==> config.mk <==
export PLATFORM = sky130hd
export DESIGN_NAME = count_display
export DESIGN_NICKNAME = d
export VERILOG_FILES = /design/src/rtl/count_display.sv
export SDC_FILE = /design/constraint.sdc
export NUM_CORES = 1
export LEC_CHECK = 0
export ABC_AREA = 0
export BUFFER_PORTS_ARGS = -buffer_cell sky130_fd_sc_hd__buf_2
export CORE_MARGIN = 1.5
export CORE_UTILIZATION = 35
export CTS_CLUSTER_DIAMETER = 80
export CTS_CLUSTER_SIZE = 16
export DETAILED_ROUTE_END_ITERATION = 16
export GPL_ROUTABILITY_DRIVEN = 1
export SLEW_MARGIN = 15
export SYNTH_ARGS = -nofsm -noshare
export SYNTH_HDL_FRONTEND = slang
export SYNTH_SLANG_ARGS = --single-unit
==> constraint.sdc <==
create_clock -name clk -period 2.8 [get_ports clk]
set_clock_uncertainty 0.15 [all_clocks]
set_input_delay 0 -clock clk [delete_from_list [all_inputs] [get_ports clk]]
set_output_delay 0 -clock clk [all_outputs]
set_load 0.1 [all_outputs]
==> src/rtl/count_display.sv <==
// Four-digit multiplexed seven-segment driver for the up-counter outputs.
// A sequential double-dabble converter feeds hundreds/tens/ones; digit 3 shows tcount.
//
// state | meaning
// IDLE  | waiting for {tcount,count} to differ from the shown value
// CONV  | eight add-3/shift iterations of the double-dabble
// DONE  | copy BCD result and tcount into the display registers
module count_display #(
    parameter int CLK_HZ     = 100000000,
    parameter int REFRESH_HZ = 1000
) (
    input  logic       clk,
    input  logic       rst,
    input  logic       en,
    input  logic [7:0] count,
    input  logic [1:0] tcount,
    output logic [3:0] an,
    output logic [6:0] seg,
    output logic       dp,
    output logic       busy
);

    localparam int SCAN_DIV = CLK_HZ / (4 * REFRESH_HZ);
    localparam int PW       = $clog2(SCAN_DIV + 1);
    localparam logic [PW-1:0] PRESC_MAX = PW'(SCAN_DIV - 1);

    typedef enum logic [1:0] {IDLE, CONV, DONE} state_t;

    state_t        state_q, state_d;
    logic [11:0]   bcd_q, bcd_d;
    logic [7:0]    bin_q, bin_d;
    logic [2:0]    iter_q, iter_d;
    logic [9:0]    shown_q, shown_d;
    logic [3:0]    hund_q, hund_d;
    logic [3:0]    tens_q, tens_d;
    logic [3:0]    ones_q, ones_d;
    logic [1:0]    tdig_q, tdig_d;
    logic [PW-1:0] presc_q, presc_d;
    logic [1:0]    idx_q, idx_d;
    logic [3:0]    an_q, an_d;
    logic [6:0]    seg_q, seg_d;
    logic          dp_q, dp_d;

    logic [3:0]    h_adj, t_adj, o_adj;
    logic [3:0]    digit_val;
    logic          digit_blank;

    function automatic logic [3:0] add3(input logic [3:0] n);
        return (n >= 4'd5) ? n + 4'd3 : n;
    endfunction

    function automatic logic [6:0] seg_code(input logic [3:0] d);
        case (d)
            4'd0:    return 7'b1000000;
            4'd1:    return 7'b1111001;
            4'd2:    return 7'b0100100;
            4'd3:    return 7'b0110000;
            4'd4:    return 7'b0011001;
            4'd5:    return 7'b0010010;
            4'd6:    return 7'b0000010;
            4'd7:    return 7'b1111000;
            4'd8:    return 7'b0000000;
            4'd9:    return 7'b0010000;
            default: return 7'b1111111;
        endcase
    endfunction

    always_comb begin
        state_d     = state_q;
        bcd_d       = bcd_q;
        bin_d       = bin_q;
        iter_d      = iter_q;
        shown_d     = shown_q;
        hund_d      = hund_q;
        tens_d      = tens_q;
        ones_d      = ones_q;
        tdig_d      = tdig_q;
        presc_d     = presc_q;
        idx_d       = idx_q;
        digit_val   = 4'd0;
        digit_blank = 1'b0;

        h_adj = add3(bcd_q[11:8]);
        t_adj = add3(bcd_q[7:4]);
        o_adj = add3(bcd_q[3:0]);

        case (state_q)
            IDLE: begin
                if ({tcount, count} != shown_q) begin
                    shown_d = {tcount, count};
                    bin_d   = count;
                    bcd_d   = 12'd0;
                    iter_d  = 3'd0;
                    state_d = CONV;
                end
            end
            CONV: begin
                {bcd_d, bin_d} = {h_adj, t_adj, o_adj, bin_q} << 1;
                iter_d         = iter_q + 3'd1;
                if (iter_q == 3'd7) begin
                    state_d = DONE;
                end
            end
            DONE: begin
                hund_d  = bcd_q[11:8];
                tens_d  = bcd_q[7:4];
                ones_d  = bcd_q[3:0];
                tdig_d  = shown_q[9:8];
                state_d = IDLE;
            end
            default: state_d = IDLE;
        endcase

        // Disabling parks the scan so re-enable always starts from the ones digit.
        if (!en) begin
            presc_d = '0;
            idx_d   = 2'd0;
        end else if (presc_q == PRESC_MAX) begin
            presc_d = '0;
            idx_d   = idx_q + 2'd1;
        end else begin
            presc_d = presc_q + PW'(1);
        end

        case (idx_q)
            2'd0: digit_val = ones_q;
            2'd1: begin
                digit_val   = tens_q;
                digit_blank = (hund_q == 4'd0) && (tens_q == 4'd0);
            end
            2'd2: begin
                digit_val   = hund_q;
                digit_blank = (hund_q == 4'd0);
            end
            default: digit_val = {2'b00, tdig_q};
        endcase

        an_d  = en ? ~(4'b0001 << idx_q) : 4'b1111;
        seg_d = (!en || digit_blank) ? 7'h7F : seg_code(digit_val);
        dp_d  = !(en && (idx_q == 2'd3));
    end

    always_ff @(posedge clk) begin
        if (!rst) begin
            state_q <= IDLE;
            bcd_q   <= 12'd0;
            bin_q   <= 8'd0;
            iter_q  <= 3'd0;
            shown_q <= 10'h000;
            hund_q  <= 4'd0;
            tens_q  <= 4'd0;
            ones_q  <= 4'd0;
            tdig_q  <= 2'd0;
            presc_q <= '0;
            idx_q   <= 2'd0;
            an_q    <= 4'b1111;
            seg_q   <= 7'h7F;
            dp_q    <= 1'b1;
        end else begin
            state_q <= state_d;
            bcd_q   <= bcd_d;
            bin_q   <= bin_d;
            iter_q  <= iter_d;
            shown_q <= shown_d;
            hund_q  <= hund_d;
            tens_q  <= tens_d;
            ones_q  <= ones_d;
            tdig_q  <= tdig_d;
            presc_q <= presc_d;
            idx_q   <= idx_d;
            an_q    <= an_d;
            seg_q   <= seg_d;
            dp_q    <= dp_d;
        end
    end

    assign an   = an_q;
    assign seg  = seg_q;
    assign dp   = dp_q;
    assign busy = (state_q != IDLE);

endmodule

==> results of run 1 <==
logic make-up (layout without fill, tap and decap cells):
family | Yosys count | count (layout) | synth area share (%)
xor gates and xnor gates | 27 | 27 | 6.563
adders and majority gates | 17 | 17 | 5.903
buffers and inverters | 33 | 74 | 3.819
muxes | 3 | 3 | 0.8681
and+or+nand+nor | 177 | 177 | 23.33
DFF | 78 | 78 | 43.33
AOI/OAI and AO/OA | 87 | 87 | 16.18
path summary, 6_finish.rpt:
check                                   to  slack (ns)  cells after the start
worst min register to register  presc_q[0]        0.31                      1
worst max-delay path              bin_q[0]        0.34                      6
worst max register to register    bin_q[0]        0.34                      6
worst min-delay path            shown_q[8]        0.31                      4
per-stage QoR:
step	hold slack [ns]	cell area [sq um]	util, %
final	0.3098	4204	42.62
after CTS	0.2834	4204	42.62
after global routing	0.3363	4204	42.62
after global placement	0.09875	3844	38.96
after floorplan	-0.01962	3603	-
after detailed placement	0.1090	3844	38.96
metal layers:
| layer | wire (microns) | up-vias | GRT usage, % | part of all wire [%] |
|---|---|---|---|---|
| met1 | 3623 | 1420 | 17.23 | 48 |
| li1 | - | 1538 | - | - |
| met3 | 237 | 9 | 3.070 | 3.1 |
| met4 | 72 | 0 | 4.266 | 0.96 |
| met2 | 3591 | 53 | 24.58 | 48 |
| met5 | 0 | - | 0 | 0 |
placed cells by master (no fill, tap or decap), types with 15 or more instances in the layout:
master	instances
buf_2	25
nand3_1	35
dlygate4sd3_1	15
ha_1	17
dfxtp_1	78
inv_1	15
nor2_1	35
nand2_1	66
o21ai_0	25
state kept, by name (all words and copies together) (netlist names):
name and cells:
state_q 2, idx_q 2, an 4, dp 1, ones_q 4, iter_q 3
shown_q 10, bcd_q 12, seg 7, presc_q 15, hund_q 4, tdig_q 2
tens_q 4, bin_q 8
power by group through the flow:
stage | registers (mW) | logic (mW) | clock network (mW)
after global routing | 1.16 | 0.240 | 0.968
final | 1.16 | 0.222 | 0.902
after CTS | 1.16 | 0.222 | 0.933
after global placement | 1.18 | 0.203 | 0
after detailed placement | 1.18 | 0.205 | 0
after floorplan | 1.22 | 0.120 | 0
layout make-up:
cell class	count	area [sq um]	area share, %
timing repair buffer	44	305.3	7.262
multi-input combinational	311	1904	45.30
clock inverter	6	86.33	2.054
tap	133	166.4	3.958
sequential	78	1562	37.14
inverter	15	56.30	1.339
clock buffer	9	123.9	2.946
worst max-delay path, delay by kind of cell (launching register included):
| kind | cells | cell delay, ns |
|---|---|---|
| AO/OA/AOI/OAI | 1 | 0.55 |
| XOR/XNOR | 1 | 0.17 |
| buffers and inverters | 1 | 0.54 |
| flip-flops | 1 | 0.35 |
| AND/OR/NAND/NOR | 3 | 0.65 |
==> run summary, run 1 <==
Outcome - complete, no violations
WL/cell - 12.62 microns
Vias - 3020
Final Hold Viols - 0
Drc violations - 0
HP Start - tcount[0]
Sw Share - 24.90%
Critical Path Source - shown_q[8]
Max incr delay on CP - 0.55 ns
Slowest cell on crit path - a41o_1
Vias in the first global route - 2834
Critical Path End Type - register
Hold-fix buffers, CTS - 15
Max-cap check violation count - 0
Switching power - 0.5684 mW
Unrepaired setup endpoints after global routing - false
Post-synthesis cell type count - 45
GRT Util Overall - 14.09%
Top cell type's share of synthesized area - 43.33%
Post-route setup TNS - 0 ns
Number of gates resized after cts - 0
Buffers on Ports - 25
Clock sink total - 78
Worst slew margin - 60.14%
Startpoint Class - register
Synth warn - 0
Layout cells sized above 1 - 11.88%
Area contributors post-synth - dfxtp_1, nand2_1, ha_1
Period utilization - 87.84%
Die area - 10910 sq um
Global route total overflow - 0
DP Worst Slack - 0.5428 ns
CP required - 2.94 ns
Post-synth EDFFs - 0
Pin count of the biggest net entering global routing - 39
Clk buf depth - 2
Synth Register Bits - 78
Antenna violations before repair - 0
PwrDens - 542.9 nW/um^2
Clk_lat worst skew - 0.34 ns
Io pins - 26
Final min period - 2.459 ns
Clock power share - 39.5%
Gate power share - 9.7%
Mapped Cells - 422
Layout Cells excl Fill - 596
CP Data Arrival Time - 2.60 ns
Worst path cell trace - xor2_1, nor4_2, a41o_1, nand3_1, nand2_1, dlygate4sd3_1
Power Total - 2.282 mW
Seq/Total Area, Yosys - 43.33%
Post-DP HPWL - 5.208 mm
Total iterations of the first detailed-routing run - 5
Setup WS post-layout - 0.3405 ns
Area grow syn2layout - 16.67%
FP Rows - 36
Clk slew on worst S/H paths - 0.08 ns
Highest clock rate - 406.6 MHz
Routability cong. - 0.8222
Synth Area per Inst - 8.539 sq um
Core footprint - 9864 sq um
Inst Count DP - 566
Total Wirelength - 7.524 mm
Starting density of the core - 36.53%
Internal cell power - 1.714 mW
Peak supply drop - 0.0002678 V
Crit path kind - reg -> reg
Ys flop type - dfxtp_1
First-pass GRT wire length - 12.81 mm
DIE WIDTH - 104.5 microns
Leak Pwr - 1.572 nW
Setup repair bufs after CTS - 0
Cell Area, Synth - 3603 sq um
Worst Max-Slew Pin Slew - 0.5960 ns
ANT cells - 0
Root buffer cell - clkbuf_8
Synth area leader - dfxtp_1
Worst-path fanout max - 12
Remaining antenna violation count - 0
Via-per-instance ratio - 5.067
CTS tree - done
Die H - 104.5 microns
Top cells by count, synth - dfxtp_1, nand2_1, nand3_1, nor2_1, o21ai_0
HP Class - in -> reg
Sequential share of power - 50.8%
Final setup vio count - 0
Nets - 489
FF-to-FF Start - shown_q[8]
Count leader, synth - dfxtp_1
First DRT Iteration DRCs - 137
Mapped Nets - 452
H-tree levels - 3
TritonCTS Buffers - 9
# fillers - 976
Fraction of registers with async set/reset - 0%
Pins Over Slew Limit - 0
Power figures use the tool's default switching activity.
==> inputs of run 2 (changes only) <==
PLACE_DENSITY = 0.52   (was default)
==> run 2 against run 1 <==
Final cell count fell by 0.67%; via count fell by 2.5%; cell area decreased by 2.4%; sequential power barely moved; hold slack worse by 0.27 ns; wire length up 0.96%; highest routed layer unchanged.
==> run summary, run 2 (synthesis gave the netlist of run 1 again) <==
Outcome - complete, no violations
Global route total overflow - 0
Family with the most delay on the worst path - adder cells
Largest Register - presc_q
Total iterations of the first detailed-routing run - 4
Drc violations - 0
Period utilization - 81.47%
Startpoint Class - register
Peak supply drop - 0.0002020 V
Critical Path End Type - register
Slowest cell on crit path - dfxtp_1
Pin count of the biggest net entering global routing - 35
Highest clock rate - 438.4 MHz
Hold slack - 0.03810 ns
Remaining antenna violation count - 0
Antenna violations before repair - 0
Final Hold Viols - 0
Area grow syn2layout - 13.85%
Vias - 2945
Pins Over Slew Limit - 0
Buffers on Ports - 25
Via-per-instance ratio - 4.975
# fillers - 1009
Commonest non-fill, non-tap cell in the layout - dfxtp_1
First DRT Iteration DRCs - 186
FP Rows - 36
TritonCTS Buffers - 9
Nets - 485
Die area - 10910 sq um
Core footprint - 9864 sq um
Final min period - 2.281 ns
Total Wirelength - 7.596 mm
Post-route setup TNS - 0 ns
First-pass GRT wire length - 13.23 mm
Clk_lat worst skew - 0.34 ns
Clk slew on worst S/H paths - 0.08 ns
Die H - 104.5 microns
DIE WIDTH - 104.5 microns
Vias in the first global route - 2820
Final core occ - 41.59%
PwrDens - 507.1 nW/um^2
Leak Pwr - 1.525 nW
ANT cells - 0
Worst path cell trace - inv_1, ha_1, a222oi_1, mux2i_1, ha_1, nor3_1, o21ai_0
Setup repair bufs after CTS - 0
Most frequent cells in the layout - dfxtp_1, nand2_1, nor2_1, nand3_1
Layout cells sized above 1 - 11.11%
Io pins - 26
Post-DP HPWL - 5.125 mm
Clk buf depth - 2
WL/cell - 12.83 microns
Number of gates resized after cts - 0
Flip-flop count of the largest register, all copies and words added - 15
CP required - 2.86 ns
CTS tree - done
Max incr delay on CP - 0.40 ns
Unrepaired setup endpoints after global routing - false
Clock sink total - 78
Root buffer cell - clkbuf_8
H-tree levels - 3
Routability cong. - 0.7620
Worst slew margin - 59.83%
Worst Path Buf+Inv - 1
Starting density of the core - 36.53%
Power Total - 2.080 mW
CP most frequent cell - ha_1
HP Class - in -> reg
Max-cap check violation count - 0
Biggest regs - presc_q: 15 flops, bcd_q: 12 flops, shown_q: 10 flops
Worst Max-Slew Pin Slew - 0.6026 ns
Crit path kind - reg -> reg
CP Data Arrival Time - 2.34 ns
Worst-path fanout max - 7
GRT Util Overall - 14.84%
Final setup vio count - 0
-- run 2: cell types whose count changed in the layout (fill, tap and decap cells not counted) --
cell and change:
bufinv_16 -2, clkbuf_1 +4, clkinvlp_4 -1, dlygate4sd3_1 -4, inv_6 -1
-- run 2: what timing repair did --
action	4_1_cts	5_1_grt
hold endpoints to repair	30	0
hold buffers	11	0
setup endpoints to repair	0	0
-- run 2: area by class of cell --
class	instances	area (sq um)	area share [%]
inverter	15	56.30	1.372
tap	133	166.4	4.056
clock inverter	2	10.01	0.2440
clock buffer	13	138.9	3.385
timing repair buffer	40	265.3	6.465
multi-input combinational	311	1904	46.42
sequential	78	1562	38.06
-- run 2: worst reg2reg max path, cell delays in order (launching register included) --
cell,delay [ns]
dfxtp_1,0.40
inv_1,0.09
ha_1,0.26
a222oi_1,0.41
mux2i_1,0.26
ha_1,0.25
nor3_1,0.22
o21ai_0,0.11
-- run 2: worst paths after layout --
| path | start | to | slack, ns | cells past startpoint |
|---|---|---|---|---|
| max | idx_q[1] | seg[6] | 0.52 | 7 |
| min reg2reg | presc_q[0] | presc_q[0] | 0.30 | 1 |
| max reg2reg | idx_q[1] | seg[6] | 0.52 | 7 |
| min | rst | shown_q[1] | 0.04 | 3 |
-- run 2: through the flow --
stage / setup WS [ns] / instance area [sq um] / cells
after floorplan: 0.6591 / 3603 / 422
after detailed placement: 0.4998 / 3844 / 566
after CTS: 0.5038 / 4103 / 592
after global routing: 0.2884 / 4103 / 592
after global placement: 0.5949 / 3844 / 566
final: 0.5188 / 4103 / 592
-- run 2: power breakdown --
| part | switching, mW | internal [mW] |
|---|---|---|
| combinational | 0.144 | 0.0732 |
| clock | 0.388 | 0.316 |
| sequential | 0.0194 | 1.14 |
-- run 2: layer usage --
metal	part of all wire [%]	up-vias	GRT usage (%)
met5	0	-	0
met3	2.5	6	3.258
met4	0.86	0	5.357
met1	51	1365	19.51
met2	46	38	23.78
li1	-	1536	-
==> inputs of run 3 (changes only) <==
PLACE_DENSITY = 0.54   (was 0.52)
clock period = 1.9 ns   (was 2.8 ns; I/O delays follow)
==> run 3 against run 2 <==
The flow now finishes with violations (setup timing); clock power rose by 97%; critical path depth is 1 higher; cell area grew 11%; sequential cell count did not move; global-route usage grew 0.45 points.
==> run summary, run 3 (synthesis gave the netlist of run 1 again) <==
Outcome - finished with violations
Failing checks - setup timing
Largest Register - presc_q
Placement Cell Area - 4096 sq um
Pin count of the biggest net entering global routing - 32
Buffers on Ports - 25
Vias in the first global route - 3017
Setup WS post-layout - -0.06792 ns
Final Hold Viols - 0
Total iterations of the first detailed-routing run - 4
Vias - 3068
Remaining antenna violation count - 0
DIE WIDTH - 104.5 microns
Total Wirelength - 7.748 mm
Io pins - 26
Most frequent cells in the layout - dfxtp_1, nand2_1, nand3_1
CTS tree - done
Antenna violations before repair - 0
TritonCTS Buffers - 9
Clk_lat worst skew - 0.34 ns
Leak Pwr - 1.767 nW
Highest clock rate - 508.2 MHz
CP required - 1.99 ns
First DRT Iteration DRCs - 135
HP Class - in -> reg
Startpoint Class - register
Internal cell power - 2.561 mW
Period utilization - 103.6%
Worst-path fanout max - 5
Max-cap check violation count - 0
Worst Max-Slew Pin Slew - 0.4858 ns
Inst Count DP - 593
# fillers - 976
Area grow syn2layout - 26.94%
Post-route setup TNS - -0.3159 ns
Clock power share - 40.0%
Peak supply drop - 0.0003459 V
WL/cell - 12.38 microns
Clock sink total - 78
Sw Share - 26.08%
First-pass GRT wire length - 13.85 mm
Flip-flop count of the largest register, all copies and words added - 15
Critical Path End Type - register
Layout Cells excl Fill - 626
Clk buf depth - 2
CP Data Arrival Time - 2.06 ns
Global route total overflow - 0
Crit path kind - reg -> reg
Biggest regs - presc_q: 15 flops, bcd_q: 12 flops, shown_q: 10 flops
Drc violations - 0
Design area - 4574 sq um
Switching power - 0.9034 mW
Die area - 10910 sq um
H-tree levels - 3
R2R depth - 8
Worst setup path end - seg[1]
Area of the multi-input gates - 2023 sq um
Hold slack - 0.2912 ns
Gate power share - 10.7%
Sequential share of power - 49.3%
Reg area - 1570 sq um
FF-to-FF Start - idx_q[0]
Final core occ - 46.37%
Post-DP HPWL - 5.477 mm
Nets - 518
Critical Path Source - idx_q[0]
Worst slew margin - 67.84%
GRT Util Overall - 15.29%
Via-per-instance ratio - 4.901
R2R setup slack - -0.07 ns
Routability cong. - 0.7867
ANT cells - 0
PwrDens - 757.3 nW/um^2
Core footprint - 9864 sq um
Unrepaired setup endpoints after global routing - true
Starting density of the core - 36.53%
Final setup vio count - 6
FF-to-FF End - seg[1]
Clk slew on worst S/H paths - 0.09 ns
FP Rows - 36
Power Total - 3.464 mW
DP Worst Slack - -0.1248 ns
Root buffer cell - clkbuf_8
Pins Over Slew Limit - 0
Commonest non-fill, non-tap cell in the layout - dfxtp_1
Layout cells sized above 1 - 21.91%
Die H - 104.5 microns
Final min period - 1.968 ns
## run 3: power by group through the flow
stage               sequential, mW  clock (mW)  combinational [mW]
floorplan                     1.80           0               0.195
global placement              1.74           0               0.330
detailed placement            1.75           0               0.335
CTS                           1.71        1.44               0.357
global route                  1.71        1.50               0.408
finish                        1.71        1.39               0.371
## run 3: worst min path at each step
stage / from / end / slack, ns / depth (start not counted)
floorplan: count[1] / shown_q[1] / -0.01 / 2
global route: tcount[1] / shown_q[9] / 0.30 / 4
finish: tcount[1] / shown_q[9] / 0.29 / 4
CTS: tcount[1] / shown_q[9] / 0.26 / 4
global placement: tcount[1] / shown_q[9] / 0.1 / 3
detailed placement: tcount[1] / shown_q[9] / 0.10 / 3
## run 3: repair_timing
| action | CTS | global route |
|---|---|---|
| endpoints found under the setup margin | 6 | 28 |
| hold buffers | 13 | 0 |
| resized for setup | 7 | 15 |
| setup buffers | 1 | 3 |
| cloned | 0 | 0 |
| hold endpoints to repair | 37 | 0 |
| pin swaps | 3 | 4 |
## run 3: worst max-delay path, stage by stage (launching register included)
cell and delay (ns):
dfxtp_4 0.37, buf_4 0.14, ha_1 0.23, buf_4 0.17
mux2_4 0.32, ha_1 0.31, nand2_1 0.05, o21ai_0 0.07
nand2_1 0.07
## run 3: area by class of cell
class | instances | share of cell area (%)
clock inverter | 7 | 2.106
tap | 133 | 3.638
timing repair buffer | 73 | 11.68
sequential | 78 | 34.33
clock buffer | 9 | 2.708
inverter | 15 | 1.313
multi-input combinational | 311 | 44.23
## run 3: metal layers
metal	track usage (%)	up-vias	routed length, microns
met3	3.008	7	180
met1	19.90	1416	3819
met4	4.464	0	76
li1	-	1610	-
met5	0	-	0
met2	25.52	35	3671
